File: config.mk
export PLATFORM = sky130hd
export DESIGN_NAME = fifo_cmd_reader_flat
export DESIGN_NICKNAME = d
export VERILOG_FILES = /design/src/rtl/fifo_cmd_reader_if.sv /design/src/rtl/fifo_cmd_reader.sv /design/src/flat_wrapper.sv
export SDC_FILE = /design/constraint.sdc
export NUM_CORES = 1
export LEC_CHECK = 0
export BUFFER_PORTS_ARGS = -buffer_cell sky130_fd_sc_hd__buf_2
export CAP_MARGIN = 20
export CORE_MARGIN = 2
export CORE_UTILIZATION = 55
export DETAILED_ROUTE_END_ITERATION = 12
export HOLD_SLACK_MARGIN = 0.1
export PLACE_DENSITY = 0.81
export SLEW_MARGIN = 20
export SYNTH_ARGS = -nofsm -noshare
export SYNTH_HDL_FRONTEND = slang
export SYNTH_SLANG_ARGS = --single-unit
export TNS_END_PERCENT = 10
File: constraint.sdc
create_clock -name clk -period 2.6 [get_ports clk]
set_clock_uncertainty 0.15 [all_clocks]
set_input_delay 0.39 -clock clk [delete_from_list [all_inputs] [get_ports clk]]
set_output_delay 0.39 -clock clk [all_outputs]
set_load 0.01 [all_outputs]
File: src/rtl/fifo_cmd_reader_if.sv
// Signal bundle between the IDT7201-style FIFO pins, the command reader and the
// VGA timing/pixel logic. The reader connects through the slave modport.
interface fifo_cmd_reader_if;
  logic       fifo_ef;
  logic [7:0] fifo_d;
  logic       fifo_rd;
  logic       reg_we;
  logic [3:0] reg_addr;
  logic [7:0] reg_data;
  logic [3:0] fg_red;
  logic [3:0] fg_green;
  logic [3:0] fg_blue;
  logic       pix_valid;
  logic [7:0] pix_data;
  logic       pix_ready;

  modport slave (
    input  fifo_ef, fifo_d, pix_ready,
    output fifo_rd, reg_we, reg_addr, reg_data,
           fg_red, fg_green, fg_blue, pix_valid, pix_data
  );

  modport master (
    output fifo_ef, fifo_d, pix_ready,
    input  fifo_rd, reg_we, reg_addr, reg_data,
           fg_red, fg_green, fg_blue, pix_valid, pix_data
  );
endinterface

File: src/rtl/fifo_cmd_reader.sv
// Strobes -RD on the external FIFO with programmable low/high widths and decodes
// the byte stream into register writes, a foreground colour and pixel bytes.
module fifo_cmd_reader #(
  parameter int unsigned RD_LOW_CYCLES  = 8,
  parameter int unsigned RD_HIGH_CYCLES = 4
) (
  input  logic             clk,
  input  logic             disp_rst,
  fifo_cmd_reader_if.slave bus
);

  typedef enum logic [1:0] {RD_IDLE, RD_LOW, RD_HIGH} rd_state_e;
  typedef enum logic [2:0] {P_CMD, P_COL1, P_COL2, P_REGD, P_BURST} p_state_e;

  localparam logic [3:0] LOW_LAST  = 4'(RD_LOW_CYCLES - 1);
  // The IDLE cycle before the next strobe is the last of the -RD high cycles.
  localparam logic [3:0] HIGH_LAST = 4'(RD_HIGH_CYCLES - 2);

  logic       ef_s1_q, ef_s2_q;
  rd_state_e  rd_state_q, rd_state_d;
  logic [3:0] cnt_q, cnt_d;
  logic       fifo_rd_q, fifo_rd_d;
  p_state_e   p_state_q, p_state_d;
  logic [5:0] burst_cnt_q, burst_cnt_d;
  logic [3:0] hold_r_q, hold_r_d;
  logic [3:0] hold_g_q, hold_g_d;
  logic       reg_we_q, reg_we_d;
  logic [3:0] reg_addr_q, reg_addr_d;
  logic [7:0] reg_data_q, reg_data_d;
  logic [3:0] fg_red_q, fg_red_d;
  logic [3:0] fg_green_q, fg_green_d;
  logic [3:0] fg_blue_q, fg_blue_d;
  logic       pix_valid_q, pix_valid_d;
  logic [7:0] pix_data_q, pix_data_d;
  logic       capture;
  logic       stall;

  // NOTE: every variable gets its hold value first so no path leaves it unassigned
  // and no latch is inferred.
  always_comb begin
    rd_state_d  = rd_state_q;
    cnt_d       = cnt_q;
    fifo_rd_d   = fifo_rd_q;
    p_state_d   = p_state_q;
    burst_cnt_d = burst_cnt_q;
    hold_r_d    = hold_r_q;
    hold_g_d    = hold_g_q;
    reg_we_d    = 1'b0;
    reg_addr_d  = reg_addr_q;
    reg_data_d  = reg_data_q;
    fg_red_d    = fg_red_q;
    fg_green_d  = fg_green_q;
    fg_blue_d   = fg_blue_q;
    pix_valid_d = pix_valid_q;
    pix_data_d  = pix_data_q;
    capture     = 1'b0;
    stall       = pix_valid_q && !bus.pix_ready;

    if (pix_valid_q && bus.pix_ready) pix_valid_d = 1'b0;

    case (rd_state_q)
      RD_IDLE: begin
        if (ef_s2_q && !stall) begin
          rd_state_d = RD_LOW;
          cnt_d      = '0;
          fifo_rd_d  = 1'b0;
        end
      end
      RD_LOW: begin
        if (cnt_q == LOW_LAST) begin
          capture    = 1'b1;
          fifo_rd_d  = 1'b1;
          rd_state_d = RD_HIGH;
          cnt_d      = '0;
        end else begin
          cnt_d = cnt_q + 4'd1;
        end
      end
      RD_HIGH: begin
        if (cnt_q == HIGH_LAST) rd_state_d = RD_IDLE;
        else                    cnt_d      = cnt_q + 4'd1;
      end
      default: rd_state_d = RD_IDLE;
    endcase

    // The captured byte is decoded straight off the pins so its effect is
    // visible in the first RD_HIGH cycle.
    if (capture) begin
      case (p_state_q)
        P_CMD: begin
          case (bus.fifo_d[7:6])
            2'b00: p_state_d = P_CMD;
            2'b01: p_state_d = P_COL1;
            2'b10: begin
              reg_addr_d = bus.fifo_d[3:0];
              p_state_d  = P_REGD;
            end
            default: begin
              burst_cnt_d = bus.fifo_d[5:0];
              p_state_d   = P_BURST;
            end
          endcase
        end
        P_COL1: begin
          hold_r_d  = bus.fifo_d[7:4];
          hold_g_d  = bus.fifo_d[3:0];
          p_state_d = P_COL2;
        end
        P_COL2: begin
          fg_red_d   = hold_r_q;
          fg_green_d = hold_g_q;
          fg_blue_d  = bus.fifo_d[7:4];
          p_state_d  = P_CMD;
        end
        P_REGD: begin
          reg_data_d = bus.fifo_d;
          reg_we_d   = 1'b1;
          p_state_d  = P_CMD;
        end
        P_BURST: begin
          pix_data_d  = bus.fifo_d;
          pix_valid_d = 1'b1;
          if (burst_cnt_q == '0) p_state_d   = P_CMD;
          else                   burst_cnt_d = burst_cnt_q - 6'd1;
        end
        default: p_state_d = P_CMD;
      endcase
    end
  end

  // NOTE: state registers use non-blocking assignments so every flop samples the
  // pre-edge value of its neighbours; the reset here is synchronous, so it only
  // acts on a clock edge.
  always_ff @(posedge clk) begin
    if (!disp_rst) begin
      ef_s1_q     <= 1'b0;
      ef_s2_q     <= 1'b0;
      rd_state_q  <= RD_IDLE;
      cnt_q       <= '0;
      fifo_rd_q   <= 1'b1;
      p_state_q   <= P_CMD;
      burst_cnt_q <= '0;
      hold_r_q    <= '0;
      hold_g_q    <= '0;
      reg_we_q    <= 1'b0;
      reg_addr_q  <= '0;
      reg_data_q  <= '0;
      fg_red_q    <= '0;
      fg_green_q  <= '0;
      fg_blue_q   <= '0;
      pix_valid_q <= 1'b0;
      pix_data_q  <= '0;
    end else begin
      ef_s1_q     <= bus.fifo_ef;
      ef_s2_q     <= ef_s1_q;
      rd_state_q  <= rd_state_d;
      cnt_q       <= cnt_d;
      fifo_rd_q   <= fifo_rd_d;
      p_state_q   <= p_state_d;
      burst_cnt_q <= burst_cnt_d;
      hold_r_q    <= hold_r_d;
      hold_g_q    <= hold_g_d;
      reg_we_q    <= reg_we_d;
      reg_addr_q  <= reg_addr_d;
      reg_data_q  <= reg_data_d;
      fg_red_q    <= fg_red_d;
      fg_green_q  <= fg_green_d;
      fg_blue_q   <= fg_blue_d;
      pix_valid_q <= pix_valid_d;
      pix_data_q  <= pix_data_d;
    end
  end

  assign bus.fifo_rd   = fifo_rd_q;
  assign bus.reg_we    = reg_we_q;
  assign bus.reg_addr  = reg_addr_q;
  assign bus.reg_data  = reg_data_q;
  assign bus.fg_red    = fg_red_q;
  assign bus.fg_green  = fg_green_q;
  assign bus.fg_blue   = fg_blue_q;
  assign bus.pix_valid = pix_valid_q;
  assign bus.pix_data  = pix_data_q;

endmodule
File: src/flat_wrapper.sv
// flat-port wrapper written by rule: the top's interface ports become plain ports
module fifo_cmd_reader_flat 
#(
  parameter int unsigned RD_LOW_CYCLES  = 8,
  parameter int unsigned RD_HIGH_CYCLES = 4
)
  (clk, disp_rst, bus_fifo_ef, bus_fifo_d, bus_pix_ready, bus_fifo_rd, bus_reg_we, bus_reg_addr, bus_reg_data, bus_fg_red, bus_fg_green, bus_fg_blue, bus_pix_valid, bus_pix_data);
  fifo_cmd_reader_if bus_i ();
  input  logic clk;
  input  logic disp_rst;
  input wire logic [$bits(bus_i.fifo_ef)-1:0] bus_fifo_ef;
  input wire logic [$bits(bus_i.fifo_d)-1:0] bus_fifo_d;
  input wire logic [$bits(bus_i.pix_ready)-1:0] bus_pix_ready;
  output wire logic [$bits(bus_i.fifo_rd)-1:0] bus_fifo_rd;
  output wire logic [$bits(bus_i.reg_we)-1:0] bus_reg_we;
  output wire logic [$bits(bus_i.reg_addr)-1:0] bus_reg_addr;
  output wire logic [$bits(bus_i.reg_data)-1:0] bus_reg_data;
  output wire logic [$bits(bus_i.fg_red)-1:0] bus_fg_red;
  output wire logic [$bits(bus_i.fg_green)-1:0] bus_fg_green;
  output wire logic [$bits(bus_i.fg_blue)-1:0] bus_fg_blue;
  output wire logic [$bits(bus_i.pix_valid)-1:0] bus_pix_valid;
  output wire logic [$bits(bus_i.pix_data)-1:0] bus_pix_data;
  assign bus_i.fifo_ef = bus_fifo_ef;
  assign bus_i.fifo_d = bus_fifo_d;
  assign bus_i.pix_ready = bus_pix_ready;
  assign bus_fifo_rd = bus_i.fifo_rd;
  assign bus_reg_we = bus_i.reg_we;
  assign bus_reg_addr = bus_i.reg_addr;
  assign bus_reg_data = bus_i.reg_data;
  assign bus_fg_red = bus_i.fg_red;
  assign bus_fg_green = bus_i.fg_green;
  assign bus_fg_blue = bus_i.fg_blue;
  assign bus_pix_valid = bus_i.pix_valid;
  assign bus_pix_data = bus_i.pix_data;
  fifo_cmd_reader #(.RD_LOW_CYCLES(RD_LOW_CYCLES), .RD_HIGH_CYCLES(RD_HIGH_CYCLES)) u_core (.clk(clk), .disp_rst(disp_rst), .bus(bus_i));
endmodule
==> qor.yml <==
run_status: "completed"
cp_num_buf_inv: 1
start_kind: "flip-flop"
whs_ps: 110.4
ios: 47
path_cells: "inv_1, ha_1, nand4b_4, or4b_1, nand3_1, o21ai_1"
overflow: 0
routed_wl_mm: 6.172
power.density_nw_per_um2: 583.7
critical_path.top_delay_family: "simple AND/OR/NAND/NOR gates"
finalHoldViolCount: 0
rsz0062_at_grt: "false"
synth-adder-area-share_pct: 5.626
nets: 378
holdPathEnd: "u_core.ef_s1_q"
synth-compound-area-share_pct: 14.81
drt_iter0_markers: 113
reg2reg_to: "u_core.bus.fg_blue[2]"
yosys_warnings: 0
synth_nets: 334
first_pass_iters: 4
clkPwrFrac_pct: 40.1
cts_buffer_depth: 2
vias_per_cell: 5.680
layout-drive-gt1-share_pct: 20.11
period_share_pct: 90.24
root_buffer: "clkbuf_8"
synthMuxAreaShare_pct: 4.876
reg2reg_depth: 6
syn_inst: 310
clkSlewWorstSetupHoldPaths_ps: 60
synth-async-reset-ratio_pct: 0
start_util_pct: 56.88
pwr-share-comb_pct: 8.0
swShare_pct: 24.53
h-tree-depth: 3
ir_drop_v: 0.0003871
ys_types: 48
yosysSeqAreaShare_pct: 45.01
vias: 2340
arrival_ps: 2400
crit_path_max_fanout: 16
antenna_found_initial: 0
row_count: 25
critical_path_class: "flip-flop to flip-flop"
avgSynthCellArea_um2: 8.609
fin_crit_ps: 2346
hpwl_mm: 4.233
p_leak_nw: 1.247
switching_power_mw: 0.4441
r2r_start: "u_core.rd_state_q[1]"
die_w_um: 73.66
synth_xor_xnor_area_share_pct: 0
worstHoldStart: "bus_fifo_ef"
drc_errors: 0
synth-simple-area-share_pct: 25.22
dieArea_um2: 5426
dp_cells: 397
cpPeakStageDelay_ps: 810
p_int_mw: 1.366
tritoncts: "done"
cts_buffers: 9
synth_top_family_by_area: "simple AND/OR/NAND/NOR gates"
globalplace.congestion: 0.8632
layout_commonest_cell: "dfxtp_1"
numPortBuffers: 46
maxCapViolCount: 0
cts.sinks: 60
ys_seq_elements: 60
maxSlewViolCount: 0
post_cts_buffers: 0
worst_pin_slew_ps: 648.1
r2r_setup_slack_ps: 250
slowest_stage: "or4b_1"
fill_cells: 387
max_freq_mhz: 426.2
min_path_cells: 2
ant_nets: 0
synth-main-ff-cell: "dfxtp_1"
tns_ps: 0
grt_pass1_wl_mm: 9.687
grt_pass1_vias: 2097
stdcell_count: 412
hp-class: "input pin to flip-flop"
end_kind: "flip-flop"
required_ps: 2650
max-slew-margin-rel_pct: 56.68
core-area_um2: 4692
final_cell_mix: "dfxtp_1 (60), nand2_1 (52), buf_2 (46)"
syn2layout_area_growth_pct: 16.22
wl_per_cell_um: 14.98
diodes: 0
synth_edf_count: 0
cts_hold_buf: 0
setup_viol: 0
grt_max_degree: 29
netlist_area_um2: 2669
clk_latency_ps: 340
grt_use_total_pct: 23.91
seqPwrFrac_pct: 51.9
dieHeight_um: 73.66
ctsResizeCount: 0
==> layout make-up <==
type | instances | area [um2] | share of cell area [%]
flip-flops and latches | 60 | 1201 | 38.73
repair buffers | 52 | 275.3 | 8.875
well taps | 54 | 67.56 | 2.178
inverters | 9 | 33.78 | 1.089
clock inverters | 2 | 10.01 | 0.3227
clock buffers | 13 | 158.9 | 5.123
multi-input cells | 222 | 1355 | 43.69
==> how the worst max path moves through the flow <==
| stage | start | endpoint | slack [ps] | cells past startpoint |
|---|---|---|---|---|
| after floorplan | u_core.rd_state_q[1] | u_core.bus.fg_green[1] | 590 | 8 |
| after global placement | u_core.rd_state_q[1] | u_core.bus.fg_blue[1] | 400 | 6 |
| after CTS | u_core.rd_state_q[1] | u_core.bus.fg_blue[2] | 260 | 6 |
| after global routing | u_core.rd_state_q[1] | u_core.bus.fg_blue[1] | 120 | 6 |
| after detailed placement | u_core.rd_state_q[1] | u_core.bus.fg_blue[2] | 320 | 6 |
| final | u_core.rd_state_q[1] | u_core.bus.fg_blue[2] | 250 | 6 |
==> flip-flops by register name (all words and copies together) (netlist names), 2 cells and up <==
signal               cells
u_core.bus.reg_data      8
u_core.burst_cnt_q       6
u_core.bus.reg_addr      4
u_core.p_state_q         3
u_core.bus.fg_red        4
u_core.bus.fg_blue       4
u_core.bus.pix_data      8
u_core.bus.fg_green      4
u_core.hold_g_q          4
u_core.cnt_q             4
u_core.rd_state_q        2
u_core.hold_r_q          4
==> per-stage QoR <==
stage               cell area [um2]  util, %  power [mW]  setup WS [ps]
finish                         3102    66.11       1.810          253.8
global route                   3102    66.11       1.874          123.4
CTS                            3102    66.11       1.821          263.0
detailed placement             2933    62.51       1.103          319.7
global placement               2933    62.51       1.095          398.1
floorplan                      2669        -       1.051          585.4
==> power by group through the flow <==
| stage | sequential, mW | clock, mW | combinational (mW) |
|---|---|---|---|
| 4_1_cts | 0.939 | 0.738 | 0.145 |
| 2_1_floorplan | 0.957 | 0 | 0.0936 |
| 5_1_grt | 0.939 | 0.777 | 0.158 |
| 3_5_place_dp | 0.959 | 0 | 0.144 |
| 6_report | 0.939 | 0.726 | 0.146 |
| 3_3_place_gp | 0.958 | 0 | 0.138 |
==> cells in the mapped netlist, types with 2 or more instances <==
master,count,area (um2)
clkbuf_1,12,45.04
nor3_1,3,15.01
nand3_1,15,75.07
o21ai_1,4,20.02
mux2i_1,13,130.1
o21ai_0,13,65.06
nand4b_1,2,17.52
o31ai_1,4,30.03
and3_1,2,12.51
a211o_1,4,35.03
nor2_1,27,101.4
ha_1,12,150.1
or4b_2,2,20.02
or4b_1,2,20.02
or4_1,3,22.52
nand2b_1,3,18.77
and4b_1,2,20.02
nand3b_1,3,22.52
inv_1,8,30.03
a31oi_1,4,25.02
and2_1,2,12.51
dfxtp_1,60,1201
buf_2,5,25.02
a211oi_1,2,15.01
o211ai_1,2,15.01
nand2_1,52,195.2
a21oi_1,28,140.1
==> worst register-to-register path: stages, from the launching register on <==
cell and delay (ps):
dfxtp_1 330, inv_1 110, ha_1 320, nand4b_4 230, or4b_1 810, nand3_1 190, o21ai_1 80
==> kinds of logic after synthesis <==
group	Yosys count
compound gates	67
fa+ha+maj	12
buf+inv	28
flops	60
mux	13
simple gates	130
==> per-layer routing <==
metal | up-vias | share of wire (%) | global-route usage (%)
met5 | - | 0 | 0
met4 | 0 | 3.8 | 16.36
met3 | 25 | 3.8 | 5.624
met2 | 64 | 48 | 36.61
met1 | 1074 | 44 | 29.59
li1 | 1177 | - | -
(Power assumes the default switching activity.)
